<file path="config.mk">
export PLATFORM = sky130hd
export DESIGN_NAME = load_ext_w
export DESIGN_NICKNAME = d
export VERILOG_FILES = /design/src/rtl/load_ext_w.sv
export SDC_FILE = /design/constraint.sdc
export NUM_CORES = 1
export LEC_CHECK = 0
export ABC_AREA = 1
export ABC_CLOCK_PERIOD_IN_PS = 1800
export BUFFER_PORTS_ARGS = -buffer_cell sky130_fd_sc_hd__buf_2
export CAP_MARGIN = 10
export CORE_MARGIN = 5
export CORE_UTILIZATION = 46
export DETAILED_ROUTE_END_ITERATION = 8
export PLACE_DENSITY = 0.77
export SETUP_SLACK_MARGIN = 0.3
export SLEW_MARGIN = 20
export SYNTH_ARGS = -nofsm -noshare
export SYNTH_HDL_FRONTEND = slang
export SYNTH_SLANG_ARGS = --single-unit
</file>
<file path="constraint.sdc">
create_clock -name CLK -period 1.8 [get_ports CLK]
set_input_delay 0.36 -clock CLK [delete_from_list [all_inputs] [get_ports CLK]]
set_output_delay 0.36 -clock CLK [all_outputs]
set_load 0.03 [all_outputs]
</file>
<file path="src/rtl/load_ext_w.sv">
// Write-back stage register and load extender: captures M-stage results, slices and
// extends load data, qualifies the register write and counts misaligned loads.
module load_ext_w #(
    parameter bit ADDR_CHECK = 1'b1
) (
    input  logic        CLK,
    input  logic        Reset,
    input  logic        Flush_W,
    input  logic [31:0] MemOut_M,
    input  logic [31:0] ALUOutput_M,
    input  logic [2:0]  LoadSel_M,
    input  logic        RegWrite_M,
    input  logic [4:0]  WriteReg_M,
    input  logic [31:0] PCPlus4_M,
    output logic [31:0] RFWD_W,
    output logic [4:0]  WriteReg_W,
    output logic        RegWrite_W,
    output logic [31:0] PCPlus4_W,
    output logic        LoadErr_W,
    output logic [7:0]  ErrCount
);

    localparam logic [2:0] SEL_ALU  = 3'b000;
    localparam logic [2:0] SEL_LW   = 3'b001;
    localparam logic [2:0] SEL_LB   = 3'b010;
    localparam logic [2:0] SEL_LBU  = 3'b011;
    localparam logic [2:0] SEL_LH   = 3'b100;
    localparam logic [2:0] SEL_LHU  = 3'b101;
    localparam logic [2:0] SEL_LINK = 3'b110;

    logic [31:0] mem_w;
    logic [31:0] alu_w;
    logic [2:0]  sel_w;
    logic        reg_write_w;
    logic [4:0]  write_reg_w;
    logic [31:0] pc_plus4_w;
    logic [7:0]  err_count;

    logic [7:0]  byte_data;
    logic [15:0] half_data;
    logic [31:0] result;
    logic        load_err;
    logic        write_en;

    always_ff @(posedge CLK) begin
        if (Reset) begin
            mem_w       <= '0;
            alu_w       <= '0;
            sel_w       <= SEL_ALU;
            reg_write_w <= 1'b0;
            write_reg_w <= '0;
            pc_plus4_w  <= '0;
            err_count   <= '0;
        end else begin
            if (Flush_W) begin
                mem_w       <= '0;
                alu_w       <= '0;
                sel_w       <= SEL_ALU;
                reg_write_w <= 1'b0;
                write_reg_w <= '0;
                pc_plus4_w  <= '0;
            end else begin
                mem_w       <= MemOut_M;
                alu_w       <= ALUOutput_M;
                sel_w       <= LoadSel_M;
                reg_write_w <= RegWrite_M;
                write_reg_w <= WriteReg_M;
                pc_plus4_w  <= PCPlus4_M;
            end
            // The error being counted belongs to the instruction leaving W at this edge.
            if (load_err && (err_count != 8'hFF)) begin
                err_count <= err_count + 8'd1;
            end
        end
    end

    always_comb begin
        byte_data = mem_w[7:0];
        case (alu_w[1:0])
            2'b00:   byte_data = mem_w[7:0];
            2'b01:   byte_data = mem_w[15:8];
            2'b10:   byte_data = mem_w[23:16];
            default: byte_data = mem_w[31:24];
        endcase
        half_data = alu_w[1] ? mem_w[31:16] : mem_w[15:0];

        result = alu_w;
        case (sel_w)
            SEL_LW:   result = mem_w;
            SEL_LB:   result = {{24{byte_data[7]}}, byte_data};
            SEL_LBU:  result = {24'h0, byte_data};
            SEL_LH:   result = {{16{half_data[15]}}, half_data};
            SEL_LHU:  result = {16'h0, half_data};
            SEL_LINK: result = pc_plus4_w + 32'd4;
            default:  result = alu_w;
        endcase

        load_err = 1'b0;
        if (ADDR_CHECK) begin
            if ((sel_w == SEL_LW) && (alu_w[1:0] != 2'b00)) begin
                load_err = 1'b1;
            end
            if (((sel_w == SEL_LH) || (sel_w == SEL_LHU)) && alu_w[0]) begin
                load_err = 1'b1;
            end
        end

        write_en = reg_write_w && !load_err && (write_reg_w != 5'd0);
    end

    assign RFWD_W     = write_en ? result : 32'h0;
    assign WriteReg_W = write_reg_w;
    assign RegWrite_W = write_en;
    assign PCPlus4_W  = pc_plus4_w;
    assign LoadErr_W  = load_err;
    assign ErrCount   = err_count;

endmodule

</file>
Yosys cells after proc, flatten, opt, wreduce, memory -nomap -nowiden
Cells that the tools add are included.
{ "op_classes": {"addsub": 2, "n_mul": 0, "div_mod_pow": 0, "magnitude_cmp": 0, "n_eq_ne": 9, "shift": 0, "mux": 6, "bitwise_logic": 0, "reduce_logical": 11} }
{ "op_table": {"columns": ["op", "n"], "rows": [
  ["$pmux W32 S6", 1],
  ["$add A32 B3 Y32 const B", 1],
  ["$mux W32", 1],
  ["$pmux W8 S3", 1],
  ["$mux W16", 1],
  ["$eq A3 B3 Y1 const B", 3],
  ["$add A8 B1 Y8 const B", 1],
  ["$ne A8 B8 Y1 const B", 1],
  ["$eq A3 B2 Y1 const B", 2],
  ["$logic_and A1 B1 Y1", 5],
  ["$reduce_bool A5 Y1", 1],
  ["$eq A3 B1 Y1 const B", 1],
  ["$eq A2 B1 Y1 const B", 1],
  ["$eq A2 B2 Y1 const B", 1],
  ["$logic_not A2 Y1", 1],
  ["$mux W1", 2],
  ["$reduce_bool A2 Y1", 1],
  ["$reduce_or A2 Y1", 1],
  ["$logic_not A1 Y1", 1],
  ["$logic_or A1 B1 Y1", 1]
]} }
{ "totals": {"regBits": 113, "latch_bits": 0, "ram_bits": 0, "rom_bits": 0, "in_bits": 108, "out_inout_bits": 79, "elab_cells": 35, "n_memories": 0} }

Longest topological paths before layout
{ "logic_depth": {"depth_word": 8, "ltp_mapped": 9} }

Worst setup path after synthesis
OpenSTA, ideal clock, no wires.
{ "synth_timing": {"path_kind": "register -> output", "startpoint": "register pc_plus4_w[2], in the netlist PCPlus4_W[2]", "endpoint": "output RFWD_W[18]", "arrival_ns": 2.073, "t_required_ns": 1.440, "setup_slack_ns": -0.633, "stages_incl_launch_ff": 10, "n_path_buf": 0, "cell_sequence": "dfxtp_1 ha_1 nand2_1 nor2_1 nand2_1 nor2_1 nor2_1 nor2_1 nand2_1 a21oi_1"} }
{ "synth_via": {"elab_chain_cells": 3} }
{ "synth_rtl": {"columns": ["item", "line_no", "source"], "rows": [
  ["start, declared", "36", "logic [31:0] pc_plus4_w;"],
  ["start signal, assigned", "68", "pc_plus4_w <= PCPlus4_M;"],
  ["$add A32 B3 Y32", "94", "SEL_LINK: result = pc_plus4_w + 32'd4;"],
  ["$pmux W32 S6", "88", "case (sel_w)"],
  ["$mux W32", "111", "assign RFWD_W = write_en ? result : 32'h0;"],
  ["end, declared", "15", "output logic [31:0] RFWD_W,"]
]} }
No other way between the ends.

Worst setup path after layout
{ "layout_timing": {"startpoint": "register sel_w[2]", "endpoint": "output RFWD_W[15]"} }
{ "layout_via": {"elab_chain_cells": 8, "elab_cells_between_ends": 16} }
{ "layout_rtl": {"columns": ["item", "line_no", "source"], "rows": [
  ["start, declared", "33", "logic [2:0] sel_w;"],
  ["start signal, assigned", "65", "sel_w <= LoadSel_M;"],
  ["$eq A3 B1 Y1 or $eq A3 B3 Y1 (tied branches)", "88, 100, 103", null],
  ["$logic_and A1 B1 Y1 or $logic_or A1 B1 Y1 (tied branches)", "100, 103", null],
  ["$mux W1 or $logic_and A1 B1 Y1 (tied branches)", "100, 103", null],
  ["$mux W1", "103", "if (((sel_w == SEL_LH) || (sel_w == SEL_LHU)) && alu_w[0]) begin"],
  ["$logic_not A1 Y1", "108", "write_en = reg_write_w && !load_err && (write_reg_w != 5'd0);"],
  ["$logic_and A1 B1 Y1 (2 in series)", "108", null],
  ["$mux W32 (*)", "111", null]
]} }
Every way passes the cells marked *; elsewhere a longest branch is shown, timed or not.

==> impl_metrics.toml <==
[setup_path]
top_cell_family_by_delay_on_the_critical_path = "simple AND/OR/NAND/NOR gates"
worst_setup_path_end_kind = "primary output"
crit_path_frequent_cell = "sky130_fd_sc_hd__nor2_4"
critical_path.cell_chain = "inv_6, nor2_4, buf_4, nand2_1, nor2_1, a21oi_1, nand4_1, nor2_2, nor2_4, buf_6"
path_max_fanout = 4
reg2reg_setup_slack_ns = 0.18
crit_path_start_kind = "flop"
worstPathArrival_ns = 2.32
startpoint = "sel_w[2]$_SDFF_PP0_"
setup.worst_path.end = "RFWD_W[15]"
rr_endpoint = "ErrCount[3]$_SDFFE_PP0P_"
worstRegToRegCells = 10
crit_path_max_incr_delay_ns = 0.47
worstSetupPathDepth = 10
master_of_the_slowest_instance_on_the_critical_path = "sky130_fd_sc_hd__a21oi_1"
worst_ep_required_time_ns = 1.44
crit-reg2reg-launch = "sel_w[1]$_SDFF_PP0_"
cp.buffers_inverters = 3
worst-setup-path-type = "reg -> out"

[global_route]
grt_antenna_before_repair = 0
first_global_vias = 6784
grt_util_all_layers = 0.290
grt_first_pass_wirelength_mm = 33.0
grt_start_max_net_pins = 41
grt-ovfl-total = 0

[synth]
synth.cell_area_sq_um = 5580
yosys_warnings = 0
synthAdderAreaFrac = 0.00449
synth.largest_area_cell = "sky130_fd_sc_hd__dfxtp_1"
yosys.area_share.simple = 0.324
postSynthRegisterBits = 113
syn-mean-instance-area_sq_um = 6.25
dominant_combinational_cell_family_by_area_after_synthesis = "simple AND/OR/NAND/NOR gates"
post_synth_mux_area_share = 0
main_flop_type_after_synthesis = "sky130_fd_sc_hd__dfxtp_1"
yosysUniqueCellTypes = 33
synth-edff-count = 0
synth_fp_nets = 1002
synth_top_area_share = 0.406
synthTopCellsByArea = "sky130_fd_sc_hd__dfxtp_1, sky130_fd_sc_hd__nor2_1, sky130_fd_sc_hd__inv_1"
synthXorXnorAreaFrac = 0.00471
syn-instance-count = 892
ys_seq_area_frac = 0.406
compound_cell_area_share_of_the_yosys_netlist = 0.119
async_set_or_reset_flop_fraction_in_the_synthesized_netlist = 0

[placed_design]
preCtsSetupSlack_ns = -0.207
detailed_place_hpwl_mm = 15.0
placement.io_buffers = 186
gp_congestion = 1.03

[route]
routed-via-count = 7310
drt_first_pass_iters = 8
drt_iter0_drc = 671
drt_wl_total_mm = 24.9
vias_per_cell = 5.39
met3RoutedLength_mm = 2.66
drt-wirelength-per-cell_microns = 18.4
detailroute.wirelength.met2_mm = 11.4
detail-route-antenna-nets = 0
route.top_layer_used = "met4"
met1_routed_length_mm = 8.90
drc_errors = 0

[floorplan]
floorplan.initialDensity = 0.466
floorplan.die.height_microns = 120
core.rowCount = 40
fp.dieArea_sq_um = 14400
count_of_boundary_i_o_pins = 187
coreArea_sq_um = 12000
die_w_microns = 120

[timing]
fmaxAchievable_mhz = 373
setup_total_negative_slack_ns = -19.51
worst_slack_ns = -0.880
finalCritPeriodShare = 1.49
final_setup_vio_count = 34
layout_min_cycle_time_ns = 2.68
relative_slew_slack = 0.607
finalHoldViolCount = 0
tightestPinTransition_ns = 0.590
worst_clock_skew_ns = 0.00691
rsz0062_at_grt = "true"
number_of_max_slew_violations_in_the_final_report = 0

[clocking]
worst_setup_hold_path_clk_slew_ns = 0.06
cts-buffers-inserted = 17
clock-root-buffer = "sky130_fd_sc_hd__clkbuf_16"
htree_levels = 4
ctsLongestPathBuffers = 2
clock_latency_on_the_worst_skew_pair_ns = 0.42
cts_num_sinks = 113
cts.hold.buffers_added = 0
cts_tree = "yes"

[power]
total_leakage_power_nw = 4.67
worst_ir_drop_vdd_mv = 0.915
pd_cells_nw_per_um2 = 711

[final_layout]
mostFrequentLayoutCell = "sky130_fd_sc_hd__inv_1"
num_antenna_cells = 0
layout.cells.most_common_list = "sky130_fd_sc_hd__inv_1, sky130_fd_sc_hd__nor2_1, sky130_fd_sc_hd__buf_2"
final_layout_size_suffix_gt1_frac = 0.497
synthToLayoutAreaGrowth_pct = 77.2
finalNetCount = 1305

[run_status]
status = "complete, but fails checks"
violations = "setup timing"

[job]
max_cap_viol_count = 0

[min_path]
hold_path.class = "in -> reg"
-- cell families (layout without fill, tap and decap cells) --
kind of cell / after synthesis / after routing
simple gates: 448 / 449
buf+inv: 206 / 521
compound gates: 120 / 120
flops: 113 / 113
xor+xnor: 3 / 3
fa+ha+maj: 2 / 2
-- how the worst min path moves through the flow --
| stage | slack, ns | from | depth (start not counted) | to |
|---|---|---|---|---|
| 2_1_floorplan | 0.42 | Reset | 1 | ErrCount[1]$_SDFFE_PP0P_ |
| 3_3_place_gp | 0.48 | ErrCount[1]$_SDFFE_PP0P_ | 2 | ErrCount[1]$_SDFFE_PP0P_ |
| 3_5_place_dp | 0.49 | ErrCount[1]$_SDFFE_PP0P_ | 2 | ErrCount[1]$_SDFFE_PP0P_ |
| 4_1_cts | 0.13 | WriteReg_M[2] | 3 | WriteReg_W[2]$_SDFF_PP0_ |
| 5_1_grt | 0.14 | ALUOutput_M[19] | 3 | alu_w[19]$_SDFF_PP0_ |
| 6_report | 0.14 | PCPlus4_M[21] | 3 | PCPlus4_W[21]$_SDFF_PP0_ |
-- sequential cells by signal, summed over array words and instances, names as in the netlist --
name         cells
reg_write_w      1
mem_w           32
WriteReg_W       5
ErrCount         8
PCPlus4_W       32
sel_w            3
alu_w           32
-- area by class of cell --
| type | instances | area [sq um] |
|---|---|---|
| Clock buffer | 19 | 433 |
| Clock inverter | 13 | 136 |
| Fill cell | 651 | 2080 |
| Inverter | 176 | 688 |
| Multi-Input combinational cell | 574 | 3730 |
| Sequential cell | 113 | 2340 |
| Tap cell | 147 | 184 |
| Timing Repair Buffer | 313 | 2380 |
-- synthesized netlist by cell type (2+ instances only) --
cell type                  instances
sky130_fd_sc_hd__nand2_1         163
sky130_fd_sc_hd__nor2_1          214
sky130_fd_sc_hd__inv_1           172
sky130_fd_sc_hd__or2_2             5
sky130_fd_sc_hd__ha_1              2
sky130_fd_sc_hd__nor2_2            2
sky130_fd_sc_hd__o21a_1            2
sky130_fd_sc_hd__nor3_1            7
sky130_fd_sc_hd__nand4_1           6
sky130_fd_sc_hd__o211ai_1          7
sky130_fd_sc_hd__nand3_1          45
sky130_fd_sc_hd__nand2_2           2
sky130_fd_sc_hd__buf_2             8
sky130_fd_sc_hd__a31oi_1           6
sky130_fd_sc_hd__o21bai_1          2
sky130_fd_sc_hd__a21oi_1          40
sky130_fd_sc_hd__o31ai_1           4
sky130_fd_sc_hd__buf_1             5
sky130_fd_sc_hd__dfxtp_1         113
sky130_fd_sc_hd__nand3_2           2
sky130_fd_sc_hd__xor2_1            2
sky130_fd_sc_hd__clkbuf_1         15
sky130_fd_sc_hd__inv_2             4
sky130_fd_sc_hd__o21ai_0          55
-- timing repair --
action	4_1_cts	5_1_grt
pin swaps	22	43
gates cloned	1	3
resized for setup	168	125
setup buffers	12	20
endpoints found under the setup margin	42	42
-- worst min-delay path: cells and delay by family --
kind                   cells  cell delay [ns]
AND/OR/NAND/NOR            1             0.03
buffers and inverters      2             0.13
-- per-stage QoR --
stage          power [mW]  instances  utilization  hold slack [ns]  instance area, sq um
5_1_grt              7.26       1355        0.826            0.141                  9880
3_3_place_gp         3.55       1287        0.665            0.483                  7950
3_5_place_dp         3.56       1287        0.665            0.489                  7950
4_1_cts              6.87       1332        0.767            0.131                  9170
2_1_floorplan        3.18        892            -            0.422                  6230
6_report             7.02       1355        0.826            0.137                  9880
-- per-layer routing --
layer | up-vias | GRT usage
met5 | - | 0
met4 | 0 | 0.133
met3 | 179 | 0.0702
met2 | 540 | 0.482
met1 | 3266 | 0.354
li1 | 3325 | -
-- where the power goes --
part,switching [mW],internal (mW),total (mW)
sequential,0.0916,2.60,2.69
combinational,0.644,0.451,1.09
clock,1.21,2.03,3.24
total,1.94,5.08,7.02
No activity file was read; power rests on OpenSTA's default activity.
